### src/rtl/hex_display_ctrl.sv
// Purpose: debounce load/page buttons, snapshot a debug bus and show one page of it as active-low hex digits.
// Latency: press edge to load_ack is 2 + DEB_CYCLES cycles; hex follows snap/page one cycle later.
// Backpressure: none; each debounced press acts exactly once. Optional LEADING_ZERO_BLANK_EN blanks leading zero digits.

// Debounces one active-low button and emits a single-cycle pulse per accepted press.
module hex_display_debounce #(
  parameter int DEB_CYCLES = 500000
) (
  input  logic clk,
  input  logic reset,
  input  logic btn_n,
  output logic press
);

  localparam int CW = $clog2(DEB_CYCLES);
  localparam logic [CW-1:0] CNT_MAX = CW'(DEB_CYCLES - 1);

  typedef enum logic [1:0] {S_UP, S_DOWN_WAIT, S_DOWN, S_UP_WAIT} state_t;

  state_t        state, state_nxt;
  logic [CW-1:0] cnt, cnt_nxt;
  logic [1:0]    sync;
  logic          sample;

  assign sample = sync[1];

  // two-flop synchroniser; idles released (1) so reset never looks like a press
  always_ff @(posedge clk or negedge reset) begin
    if (!reset) sync <= 2'b11;
    else        sync <= {sync[0], btn_n};
  end

  // state and counter registers
  always_ff @(posedge clk or negedge reset) begin
    if (!reset) begin
      state <= S_UP;
      cnt   <= '0;
    end else begin
      state <= state_nxt;
      cnt   <= cnt_nxt;
    end
  end

  // next state; the counter clears on every state change and runs only in the wait states
  always_comb begin
    state_nxt = state;
    cnt_nxt   = '0;
    case (state)
      S_UP:        if (!sample) state_nxt = S_DOWN_WAIT;
      S_DOWN_WAIT: begin
        if (sample)               state_nxt = S_UP;
        else if (cnt == CNT_MAX)  state_nxt = S_DOWN;
        else                      cnt_nxt   = cnt + CW'(1);
      end
      S_DOWN:      if (sample) state_nxt = S_UP_WAIT;
      S_UP_WAIT: begin
        if (!sample)              state_nxt = S_DOWN;
        else if (cnt == CNT_MAX)  state_nxt = S_UP;
        else                      cnt_nxt   = cnt + CW'(1);
      end
      default:     state_nxt = S_UP;
    endcase
  end

  // press pulse fires in the cycle the down level is accepted; release is silent
  always_comb begin
    press = (state == S_DOWN_WAIT) && !sample && (cnt == CNT_MAX);
  end

endmodule

module hex_display_ctrl #(
  parameter int DIGITS     = 8,
  parameter int PAGES      = 2,
  parameter int DEB_CYCLES = 500000,
  localparam int IN_W      = 4 * DIGITS * PAGES,
  localparam int HEX_W     = 7 * DIGITS,
  localparam int PW        = (PAGES > 1) ? $clog2(PAGES) : 1
) (
  input  logic             clk,
  input  logic             reset,
  input  logic [IN_W-1:0]  in,
  input  logic             load_n,
  input  logic             page_n,
  input  logic             freeze,
  output logic [HEX_W-1:0] hex,
  output logic [PW-1:0]    page,
  output logic             load_ack
);

  localparam int SLICE_W = 4 * DIGITS;

  function automatic logic [6:0] seg_decode(input logic [3:0] nib);
    case (nib)
      4'h0: seg_decode = 7'b1000000;
      4'h1: seg_decode = 7'b1111001;
      4'h2: seg_decode = 7'b0100100;
      4'h3: seg_decode = 7'b0110000;
      4'h4: seg_decode = 7'b0011001;
      4'h5: seg_decode = 7'b0010010;
      4'h6: seg_decode = 7'b0000010;
      4'h7: seg_decode = 7'b1111000;
      4'h8: seg_decode = 7'b0000000;
      4'h9: seg_decode = 7'b0010000;
      4'hA: seg_decode = 7'b0001000;
      4'hB: seg_decode = 7'b0000011;
      4'hC: seg_decode = 7'b1000110;
      4'hD: seg_decode = 7'b0100001;
      4'hE: seg_decode = 7'b0000110;
      default: seg_decode = 7'b0001110;
    endcase
  endfunction

  // display value while in reset: digit 0 shows '0', upper digits '0' or blank
  function automatic logic [HEX_W-1:0] reset_hex();
    logic [HEX_W-1:0] r;
    r = '0;
    for (int i = 0; i < DIGITS; i++) begin
`ifdef LEADING_ZERO_BLANK_EN
      r[7*i +: 7] = (i != 0) ? 7'b1111111 : 7'b1000000;
`else
      r[7*i +: 7] = 7'b1000000;
`endif
    end
    return r;
  endfunction

  localparam logic [HEX_W-1:0] HEX_RST = reset_hex();

  logic               load_press, page_press;
  logic [IN_W-1:0]    snap;
  logic [SLICE_W-1:0] slice;
  logic [HEX_W-1:0]   hex_nxt;

  hex_display_debounce #(.DEB_CYCLES(DEB_CYCLES)) u_deb_load (
    .clk   (clk),
    .reset (reset),
    .btn_n (load_n),
    .press (load_press)
  );

  hex_display_debounce #(.DEB_CYCLES(DEB_CYCLES)) u_deb_page (
    .clk   (clk),
    .reset (reset),
    .btn_n (page_n),
    .press (page_press)
  );

  // freeze only gates the load; ack marks the cycle snap is written
  assign load_ack = load_press & ~freeze;

  // snapshot capture and page stepping; a simultaneous load and page both apply
  always_ff @(posedge clk or negedge reset) begin
    if (!reset) begin
      snap <= '0;
      page <= '0;
    end else begin
      if (load_ack) snap <= in;
      if (page_press) begin
        if (page == PW'(PAGES - 1)) page <= '0;
        else                        page <= page + PW'(1);
      end
    end
  end

  // select the displayed slice and decode each nibble, blanking leading zeros when enabled
  always_comb begin
`ifdef LEADING_ZERO_BLANK_EN
    logic lead;
    lead = 1'b1;
`endif
    slice   = snap[SLICE_W*page +: SLICE_W];
    hex_nxt = '0;
    for (int i = DIGITS - 1; i >= 0; i--) begin
`ifdef LEADING_ZERO_BLANK_EN
      lead = lead && (slice[4*i +: 4] == 4'h0) && (i != 0);
      hex_nxt[7*i +: 7] = lead ? 7'b1111111 : seg_decode(slice[4*i +: 4]);
`else
      hex_nxt[7*i +: 7] = seg_decode(slice[4*i +: 4]);
`endif
    end
  end

  // registered segment outputs
  always_ff @(posedge clk or negedge reset) begin
    if (!reset) hex <= HEX_RST;
    else        hex <= hex_nxt;
  end

endmodule

### config.mk
export PLATFORM = sky130hd
export DESIGN_NAME = hex_display_ctrl
export DESIGN_NICKNAME = d
export VERILOG_FILES = /design/src/rtl/hex_display_ctrl.sv
export SDC_FILE = /design/constraint.sdc
export NUM_CORES = 1
export LEC_CHECK = 0
export CAP_MARGIN = 10
export CELL_PAD_IN_SITES_DETAIL_PLACEMENT = 1
export CELL_PAD_IN_SITES_GLOBAL_PLACEMENT = 1
export CORE_MARGIN = 3
export CORE_UTILIZATION = 43
export CTS_CLUSTER_SIZE = 28
export DETAILED_ROUTE_END_ITERATION = 7
export GPL_TIMING_DRIVEN = 0
export PLACE_DENSITY_LB_ADDON = 0.1
export REMOVE_ABC_BUFFERS = 1
export SETUP_SLACK_MARGIN = 0.4
export SYNTH_ARGS = -nofsm -noshare
export SYNTH_HDL_FRONTEND = slang
export SYNTH_SLANG_ARGS = --single-unit
### constraint.sdc
create_clock -name clk -period 2.6 [get_ports clk]
set_input_delay 0.78 -clock clk [delete_from_list [all_inputs] [get_ports clk]]
set_output_delay 0.78 -clock clk [all_outputs]
set_load 0.01 [all_outputs]
=== Word level (Yosys, flattened, before mapping) ===
Memory sizes are Yosys's and may differ from the RTL's. A register that Yosys moved wholly into a read port is not among the register bits.
Cells that the tools add are included.

* Flip-flop bits (word level): 111
* ROM bits: 896
* Bits of input ports: 69
* Output and inout bits: 58
* Word-level logic and storage cells: 79
* Memories: 8

{| class="wikitable"
|+ Memory list
! memory !! words !! bits a word !! rd ports !! clocked after Yosys merged registers in !! write ports !! line !! text
|-
| (name not given) || 16 || 7 || 1 || 1 || 0 || 94 || <nowiki>case (nib)</nowiki>
|-
| (name not given) || 16 || 7 || 1 || 1 || 0 || 94 ||
|-
| (name not given) || 16 || 7 || 1 || 1 || 0 || 94 ||
|-
| (name not given) || 16 || 7 || 1 || 1 || 0 || 94 ||
|-
| (name not given) || 16 || 7 || 1 || 1 || 0 || 94 ||
|-
| (name not given) || 16 || 7 || 1 || 1 || 0 || 94 ||
|-
| 2 more memories || - || - || - || - || - || - ||
|}

* $add $sub $neg: 3
* Equality and inequality tests: 16
* Shift-type cells: 1
* Mux-type cells: 23
* Bitwise operators: 2
* Reduce and logical (&&, ||, !) cells: 18

{| class="wikitable"
|+ Operators by type and width
! operator !! number
|-
| 19-bit 2-to-1 mux || 6
|-
| 19-bit one-hot mux with 2 select lines || 2
|-
| 64-bit by 7-bit variable part select with 32-bit output || 1
|-
| 19-bit by 1-bit adder with 19-bit output, second input constant || 2
|-
| 19-bit equality test, second input constant || 2
|-
| 2-bit 2-to-1 mux || 12
|-
| 2-bit one-hot mux with 4 select lines || 2
|-
| 1-bit logical NOT || 10
|-
| 2-bit equality test, second input constant || 4
|-
| 4-bit AND reduction || 2
|-
| 3-bit by 1-bit inequality test with 1-bit output, second input constant || 2
|-
| 3-bit inequality test, second input constant || 2
|-
| 2-bit by 1-bit equality test with 1-bit output, second input constant || 2
|-
| 1-bit logical AND || 4
|-
| 2-bit logical NOT || 2
|-
| 2-bit by 1-bit inequality test with 1-bit output, second input constant || 2
|-
| 2-bit inequality test, second input constant || 2
|-
| 1-bit adder, second input constant || 1
|-
| 1-bit AND || 1
|-
| 1-bit 2-to-1 mux || 1
|-
| 1-bit NOT || 1
|}

=== Logic depth before layout (Yosys ltp) ===
* Depth in word-level cells: 4
* Mapped depth: 10
* Gate-level depth less buffers: 7

=== Cells and area by module ===
Synthesis repeated with hierarchy kept, for this count alone.

* Cells, all modules: 680
* Area total of the unflattened synthesis: 8667.1 µm²

{| class="wikitable"
|+ Modules (own cells, without submodules)
! module !! times used !! cells each !! area each (µm²) !! seq. area each (µm²)
|-
| hex_display_ctrl || 1 || 454 || 6387.4 || 3037.9
|-
| hex_display_debounce || 2 || 113 || 1139.8 || 578.1
|}

=== Worst setup path after synthesis ===
No wires, ideal clock.

* Path type: register to register
* Start: register page
* End: register hex[10]
* Arrival time: 2.270 ns
* Data required time: 2.462 ns
* Path slack: 0.192 ns
* Stages on the path, launching flop included: 8
* Buffers on the path: 3
* Clock period less this slack: 2.408 ns
* Cell sequence: dfrtp_1 -> buf_2 -> buf_2 -> buf_2 -> mux2i_1 -> inv_1 -> ha_1 -> mux4_2

* Cells in the longest elaborated chain, start to end: 1

{| class="wikitable"
|+ Ends and longest elaborated chain
! item !! line !! text
|-
| from (decl) || 87 || <nowiki>output logic [PW-1:0] page,</nowiki>
|-
| from (signal assigned) || 161 || <nowiki>else page <= page + PW'(1);</nowiki>
|-
| 64-bit by 7-bit variable part select with 32-bit output || 172 || <nowiki>slice = snap[SLICE_W*page +: SLICE_W];</nowiki>
|-
| to (decl) || 86 || <nowiki>output logic [HEX_W-1:0] hex,</nowiki>
|}

Every way passes these cells.
A chain may end at the register's enable or synchronous reset.

=== Worst setup path after layout ===
* Start: register u_deb_load.cnt[7]
* End: output load_ack

* Cells in the longest elaborated chain, start to end: 3

{| class="wikitable"
|+ Ends and longest elaborated chain
! item !! line !! text
|-
| from (decl) || 21 || <nowiki>logic [CW-1:0] cnt, cnt_nxt;</nowiki>
|-
| from (signal assigned) || 40 || <nowiki>cnt <= cnt_nxt;</nowiki>
|-
| 19-bit equality test || 67 || <nowiki>press = (state == S_DOWN_WAIT) && !sample && (cnt == CNT_MAX);</nowiki>
|-
| 1-bit logical AND || 67 ||
|-
| 1-bit AND || 150 || <nowiki>assign load_ack = load_press & ~freeze;</nowiki>
|-
| to (decl) || 88 || <nowiki>output logic load_ack</nowiki>
|}

Every way passes these cells.

==> qor.yml <==
clkTransAtPathRegs_ns: 0.06
antenna_cells: 0
drv_slew: 0
grt-ovfl-total: 0
slew-limit-headroom: 0.535
cts_sinks: 167
place_ws_ns: -0.530
crit_type: "flip-flop to output pin"
yosys_register_bits: 167
synth_edf_count: 0
pwr-share-clk: 0.489
synthFlopType: "dfrtp_1"
fin_ws_ns: 0.0928
p_sw_frac: 0.214
drtIter0Drc: 259
post_drt_via_cell_ratio: 5.40
grt_pass1_wl_um: 36500
cts_tree: "built"
drt_pass1_iterations: 4
grt.total_usage: 0.212
fin_tns_setup_ns: 0
crit_required_ns: 1.82
syn_area_mm2: 0.00837
drive_gt1_frac: 0.234
rows: 50
core_area_mm2: 0.0189
layout_commonest_cell: "dfrtp_1"
post_drt_wl_per_cell_um: 19.9
fp.dieH_um: 145
ys_types: 56
ys.warnings.count: 0
finalSetupViolations: 0
fp.dieW_um: 145
synth_top_area_cell: "dfrtp_1"
cp_data_arrival_time_ns: 1.73
peakVddDrop_v: 0.000389
p_int_w: 0.00432
dp_hpwl_um: 14500
root_buffer: "clkbuf_16"
antenna_found_initial: 0
drv_cap: 0
max_clock_freq_mhz: 399
p_switching_w: 0.00118
syn_to_final_growth_pct: 38.1
grt_max_degree: 88
period_share: 0.964
drc: 0
layout_common_cells: "dfrtp_1 (151), clkdlybuf4s50_1 (114), nor2_1 (65)"
finalHoldViolCount: 0
p_comb_frac: 0.034
hold_path.class: "input port to async pin"
syn_inst: 724
ant_nets: 0
p_per_area_mw_per_mm2: 475
ys_seq_area_frac: 0.501
clock_latency_ns: 0.43
synth_top_area_share: 0.464
worst_slew_pin_slew_ns: 0.683
seqPwrFrac: 0.476
grt_pass1_vias: 7107
ios: 127
cts_buffers: 17
rsz0062_at_grt: "true"
synth_area_leaders: "dfrtp_1 (46%), mux2_1 (8.6%), ha_1 (7.5%), mux2i_1 (4.5%), dfstp_2 (3.8%)"
finalWorstPathRequiredPeriod_ns: 2.51
portBuffers: 126
cp-start-kind: "flip-flop"
crit_fanout: 2
avgSynthCellArea_um2: 11.6
fin_nets: 1002
routed_wl_um: 23000
place.gp.congestion: 0.810
initial_utilization: 0.443
holdBufCountCts: 0
synth-async-reset-ratio: 1.00
fin_util: 0.612
dieArea_mm2: 0.0212
outcome: "completed"
leakage_nw: 5.02
num_vias: 6245
cts_max_level: 4
cts_buffer_depth: 2
finClkSkew_ns: 0.0198
cp-end-kind: "output pin"
## cell type report
| type | count | area (µm²) |
|---|---|---|
| Clock buffer | 20 | 467 |
| Clock inverter | 12 | 166 |
| Fill cell | 1909 | 7340 |
| Inverter | 31 | 116 |
| Multi-Input combinational cell | 501 | 4400 |
| Sequential cell | 167 | 4200 |
| Tap cell | 260 | 325 |
| Timing Repair Buffer | 165 | 1880 |
## cells in the mapped netlist (5+ instances only)
| master | number |
|---|---|
| dfrtp_1 | 155 |
| nor2_1 | 65 |
| mux2_1 | 64 |
| ha_1 | 50 |
| nand2_1 | 47 |
| mux2i_1 | 38 |
| inv_1 | 26 |
| a21oi_1 | 21 |
| xnor2_1 | 20 |
| o21ai_0 | 19 |
| nand3_1 | 17 |
| nand4_1 | 16 |
| buf_2 | 14 |
| dfstp_2 | 12 |
| xor2_1 | 11 |
| nor4_1 | 10 |
| mux2_2 | 9 |
| a32o_1 | 8 |
| o22ai_1 | 8 |
| nor2b_1 | 7 |
| nor3_1 | 7 |
| buf_6 | 6 |
| a211oi_1 | 5 |
| inv_2 | 5 |
| o21ai_1 | 5 |
| or2_2 | 5 |
## registers in the layout, summed over array words and instances (netlist names), named ones only
register / count
u_deb_load.state: 1
u_deb_load.cnt: 19
u_deb_page.sync: 2
snap: 64
u_deb_page.state: 1
u_deb_page.cnt: 19
hex: 56
page: 1
u_deb_load.sync: 2
## critical path: stages (launching register included)
cell and delay (ns):
dfrtp_2 0.43, nor4_4 0.30, and3_1 0.20, nand4b_1 0.11, nor2_1 0.12, buf_2 0.15
## timing repair
item / 4_1_cts / 5_1_grt
setup endpoints to repair: 156 / 108
cloned: 5 / 5
pin swaps: 7 / 6
setup buffers: 19 / 6
gates resized for setup: 69 / 75
## path summary, 6_finish.rpt
path | start | end | slack [ns] | cells past startpoint
setup reg to reg | u_deb_load.cnt[1]$_DFF_PN0_ | snap[41]$_DFFE_PN0P_ | 0.36 | 11
setup / recovery | u_deb_load.cnt[7]$_DFF_PN0_ | load_ack | 0.09 | 5
min in group clk | u_deb_load.sync[0]$_DFF_PN1_ | u_deb_load.sync[1]$_DFF_PN1_ | 0.36 | 0
hold reg to reg | u_deb_load.sync[0]$_DFF_PN1_ | u_deb_load.sync[1]$_DFF_PN1_ | 0.36 | 0
hold / removal | reset | snap[24]$_DFFE_PN0P_ | 0.33 | 1
max in group asynchronous | reset | hex[20]$_DFF_PN1_ | 1.41 | 2
## power groups by stage
stage | clock [W] | combinational (W) | sequential, W
2_1_floorplan | 0 | 0.0000161 | 0.00266
3_3_place_gp | 0 | 0.000172 | 0.00266
3_5_place_dp | 0 | 0.000184 | 0.00266
4_1_cts | 0.00275 | 0.000189 | 0.00261
5_1_grt | 0.00288 | 0.000210 | 0.00262
6_report | 0.00269 | 0.000189 | 0.00262
## stage by stage
step	cells	area, µm²	hold slack, ns	total power (W)
after floorplan	699	8200	0.345	0.00268
after global placement	1085	9790	0.346	0.00284
after detailed placement	1089	9890	0.347	0.00285
after CTS	1145	11000	0.351	0.00556
after global routing	1156	11600	0.361	0.00570
final	1156	11600	0.335	0.00549
## per-layer routing
metal	GRT usage	share of wire	wire [µm]	vias up
met5	0	0	0	-
met4	0.0741	0.014	325	0
met3	0.0533	0.039	903	23
met2	0.386	0.53	12200	112
met1	0.244	0.42	9570	3213
li1	-	-	-	2897
## cell families (layout without fill, tap and decap cells)
kind of cell / after synthesis / in the layout / synth area share
compound gates: 97 / 97 / 0.0769
xor+xnor: 31 / 31 / 0.0325
fa+ha+maj: 50 / 50 / 0.0748
buf+inv: 56 / 228 / 0.0335
flops: 167 / 167 / 0.501
mux: 115 / 115 / 0.154
simple gates: 208 / 208 / 0.127
Note: power is estimated with default switching activity, not from simulation.
